==> config.mk <==
export PLATFORM = sky130hd
export DESIGN_NAME = regfile_mmio
export DESIGN_NICKNAME = d
export VERILOG_FILES = /design/src/rtl/regfile_mmio.sv
export SDC_FILE = /design/constraint.sdc
export NUM_CORES = 2
export LEC_CHECK = 0
export ABC_CLOCK_PERIOD_IN_PS = 111800
export CAP_MARGIN = 20
export CORE_UTILIZATION = 40
export DETAILED_ROUTE_END_ITERATION = 7
export GPL_ROUTABILITY_DRIVEN = 0
export GPL_TIMING_DRIVEN = 0
export PLACE_DENSITY = 0.69
export SLEW_MARGIN = 20
export SYNTH_ARGS = -nofsm -noshare
export SYNTH_HDL_FRONTEND = slang
export SYNTH_SLANG_ARGS = --single-unit
==> constraint.sdc <==
create_clock -name clock -period 111.8 [get_ports clock]
set_input_delay 33.54 -clock clock [delete_from_list [all_inputs] [get_ports clock]]
set_output_delay 33.54 -clock clock [all_outputs]
set_load 0.02 [all_outputs]
==> src/rtl/regfile_mmio.sv <==
// regfile_mmio: parametrised 2R1W register file with memory-mapped capture/publish channels to game logic.
// Optional macro REGFILE_BYPASS_EN forwards same-cycle CPU writes to the read ports.
module regfile_mmio #(
  parameter int DATA_W = 32,
  parameter int ADDR_W = 5,
  parameter int NUM_CH = 2
) (
  input  logic                     clock,
  input  logic                     ctrl_reset,
  input  logic                     ctrl_writeEnable,
  input  logic [ADDR_W-1:0]        ctrl_writeReg,
  input  logic [DATA_W-1:0]        data_writeReg,
  input  logic [ADDR_W-1:0]        ctrl_readRegA,
  input  logic [ADDR_W-1:0]        ctrl_readRegB,
  output logic [DATA_W-1:0]        data_readRegA,
  output logic [DATA_W-1:0]        data_readRegB,
  input  logic [NUM_CH-1:0]        in_valid,
  input  logic [NUM_CH*DATA_W-1:0] in_data,
  output logic [NUM_CH-1:0]        in_drop,
  output logic [NUM_CH-1:0]        out_valid,
  input  logic [NUM_CH-1:0]        out_ready,
  output logic [NUM_CH*DATA_W-1:0] out_data,
  output logic [NUM_CH-1:0]        out_ovr
);
  localparam int NUM_REGS = 2 ** ADDR_W;
  logic [DATA_W-1:0] regs [NUM_REGS];
  logic              cpuWr;
  logic [NUM_CH-1:0] capHit, pubHit;
  assign cpuWr = ctrl_writeEnable && ctrl_writeReg != '0;
  // Output register 2k+2 doubles as the channel's out_data holding register
  for (genvar g = 0; g < NUM_CH; g++) begin : gCh
    assign capHit[g] = cpuWr && ctrl_writeReg == ADDR_W'(2 * g + 1);
    assign pubHit[g] = cpuWr && ctrl_writeReg == ADDR_W'(2 * g + 2);
    assign out_data[g*DATA_W +: DATA_W] = regs[2*g+2];
  end
`ifdef REGFILE_BYPASS_EN
  assign data_readRegA = (cpuWr && ctrl_writeReg == ctrl_readRegA) ? data_writeReg : regs[ctrl_readRegA];
  assign data_readRegB = (cpuWr && ctrl_writeReg == ctrl_readRegB) ? data_writeReg : regs[ctrl_readRegB];
`else
  assign data_readRegA = regs[ctrl_readRegA];
  assign data_readRegB = regs[ctrl_readRegB];
`endif
  // The CPU write is applied last so it overrides a colliding capture
  always_ff @(posedge clock or posedge ctrl_reset) begin
    if (ctrl_reset) begin
      for (int i = 0; i < NUM_REGS; i++) regs[i] <= '0;
      in_drop   <= '0;
      out_valid <= '0;
      out_ovr   <= '0;
    end else begin
      for (int k = 0; k < NUM_CH; k++) if (in_valid[k]) regs[2*k+1] <= in_data[k*DATA_W +: DATA_W];
      if (cpuWr) regs[ctrl_writeReg] <= data_writeReg;
      in_drop   <= capHit & in_valid;
      out_ovr   <= out_ovr | (pubHit & out_valid & ~out_ready);
      out_valid <= pubHit | (out_valid & ~out_ready);
    end
  end
endmodule
==> summary.md <==
| Metric | Value |
|---|---|
| Worst vdd ir | `roughly 12 uV` |
| Commonest cells post-synth | `mux2i_1 (1088), dfrtp_1 (1030), mux2_2 (915), clkbuf_1 (263), a21oi_1 (256)` |
| CORE AREA | `between 100000 and 150000 um^2` |
| Setup_tns | `0 ps` |
| Setup violators final | `0` |
| CP Launch Type | `input port` |
| Register bit count reported by yosys | `1030` |
| DIE AREA | `143000 um^2` |
| Outcome | `complete, no violations` |
| Synth cell types | `28` |
| Root Buffer | `clkbuf_16` |
| Clock latency on the worst-skew pair | `roughly 730 ps` |
| Die Y | `roughly 380 um` |
| CTS Hold Bufs | `0` |
| WP data arrival | `~38000 ps` |
| Power Density | `roughly 17 nW/um^2` |
| Worst setup EP type | `output pin` |
| Pre-antenna DRT Iters | `8` |
| Crit-path max FO | `10` |
| Vias | `about 45000` |
| Starting Density | `between 40% and 50%` |
| # Post-CTS Setup Buffers | `0` |
| Most frequent cell after synthesis | `mux2i_1` |
| First-pass GRT wire length | `320 mm` |
| Pleak | `0.0308 uW` |
| Synth Flop Type | `dfrtp_1` |
| Worst EP required | `between 70000 and 80000 ps` |
| GRT Total Usage | `a little under a third` |
| DR WL/cell | `approximately 32 um` |
| Max Fclk | `around 14 MHz` |
| Initial DRC Count | `~5800` |
| Vias per cell | `~6.3` |
| Longest Clk Path Bufs | `3` |
| Nets in the synthesized netlist | `roughly 5000` |
| P&R area growth vs syn | `16.3%` |
| Final ANT Viol Nets | `0` |
| Reg clk slew, reported paths | `around 60 ps` |
| Share of cells above drive strength 1 | `26.7%` |
| DRC Markers | `0` |
| YS warnings | `0` |
| CTS resizes | `0` |
| Overflow after GRT | `0` |
| Layout Skew | `around 5.1 ps` |
| Finished Layout Cells | `7194` |
| Max cap viols | `0` |
| Final nets | `approximately 5300` |
| Post-synth top area cell | `dfrtp_1` |
| I/O pins | `roughly 250` |
| Worst Hold Class | `reg2reg` |
| Syn avg cell area | `between 10 and 15 um^2` |
| Slew Limit Fails | `0` |
| Clock sink total | `slightly above 1000` |
| Cells after synthesis | `4828` |
| Row count | `137` |
| Inst Count DP | `about 7000` |
| Slew @ Worst Pin | `1330 ps` |
| Largest net degree at the start of global routing | `approximately 110` |
| Largest cells by area after synthesis | `dfrtp_1 (46%), mux2i_1 (19%), mux2_2 (18%)` |
| Ys async rst share | `between 90% and 100%` |
| I/O Buffers | `about 250` |
| Post-synth EDFFs | `0` |
| CTS buffer count | `between 100 and 150` |
| Syn Std Cell Area | `about 57000 um^2` |
| H-tree depth | `3` |
| Width of the chip | `378 um` |
| Share of the clock period used by the worst path | `a little under two thirds` |
| Top-area cell type share of the netlist area | `45.6%` |
| CTS tree | `done` |
| Tmin final | `71530 ps` |
| Final hold viol count | `0` |
| Vias in the first global route | `approximately 45000` |
| RSZ-0062 raised after global routing | `no` |
| Slew HR | `between 10% and 20%` |
| Initial antenna violation count | `18` |
| Crit Path Category | `in2out` |
| HPWL after DPL | `164 mm` |
| Sequential area share after synthesis | `45.6%` |
| DRT Wirelength | `~230 mm` |
-- sequential cells by signal, summed over array words and instances, names as in the netlist --
signal,cells
in_drop,2
out_ovr,2
regs,960
out_data,64
out_valid,2
-- placed cells by master (no fill, tap or decap), drive strengths merged, types with 64 or more instances in the layout --
cell,instances
a21oi,256
nand2,209
nor2,80
dfrtp,1030
clkbuf,420
mux2i,1088
clkdlybuf4s50,247
nor3,67
a31oi,64
nand3,196
mux2,928
a22oi,192
buf,314
a22o,128
-- logic make-up (layout without fill, tap and decap cells) --
kind of cell | Yosys count | in the layout | synth area share (%)
other | 0 | 19 | 0
DFF | 1030 | 1030 | 45.6
and+or+nand+nor | 581 | 581 | 4.61
muxes | 2016 | 2016 | 37.7
buffers and inverters | 559 | 1030 | 4.60
AOI/OAI and AO/OA | 642 | 642 | 7.53
-- critical path, stage by stage --
cell,delay (ps)
clkdlybuf4s50_1,730
nor2b_1,210
buf_2,540
clkbuf_1,790
buf_1,890
a21oi_1,160
nand3_1,190
nand3_1,280
clkdlybuf4s50_1,640
-- layer usage --
| metal | GRT usage, % | wire, um |
|---|---|---|
| met3 | 11.4 | 27900 |
| met5 | 0 | 96 |
| met1 | 39.7 | 89000 |
| met4 | 19.2 | 15700 |
| met2 | 45.4 | 96000 |
-- power breakdown --
part | leakage [uW] | total, uW | switching (uW) | internal, uW
Combinational | 0.0157 | 253 | 128 | 125
Sequential | 0.0131 | 499 | 57.7 | 441
Clock | 0.00190 | 394 | 164 | 231
-- final cells by class --
| type | count | area, um^2 |
|---|---|---|
| fillers | 12769 | 74000 |
| flip-flops and latches | 1030 | 25800 |
| clock inverters | 47 | 559 |
| plain buffers | 557 | 2620 |
| well taps | 1876 | 2350 |
| diodes | 19 | 47.5 |
| inverters | 2 | 15.0 |
| clock buffers | 157 | 3280 |
| repair buffers | 267 | 2980 |
| multi-input cells | 3239 | 28200 |
-- path summary, 6_finish.rpt --
check	slack (ps)	cells after the start	startpoint	to
min reg2reg	480	1	regs[996]	regs[996]
max reg2reg	110780	1	out_data[31]	out_data[31]
min	480	1	regs[996]	regs[996]
max	40270	9	ctrl_readRegA[2]	data_readRegA[20]
max in group asynchronous	76290	6	ctrl_reset	out_data[13]
min in group asynchronous	33260	2	ctrl_reset	regs[59]
-- per-stage QoR --
step	util (%)	total power, uW	cell area, um^2	worst slack, ps	hold WS (ps)
global placement	43.9	738	61400	37250	459
detailed placement	44.3	749	61900	40660	468
global route	47.0	1180	65800	40450	496
CTS	47.0	1140	65800	40650	483
finish	47.1	1150	65800	40270	482
floorplan	-	659	56600	43330	449
No activity file was read; power rests on OpenSTA's default activity.
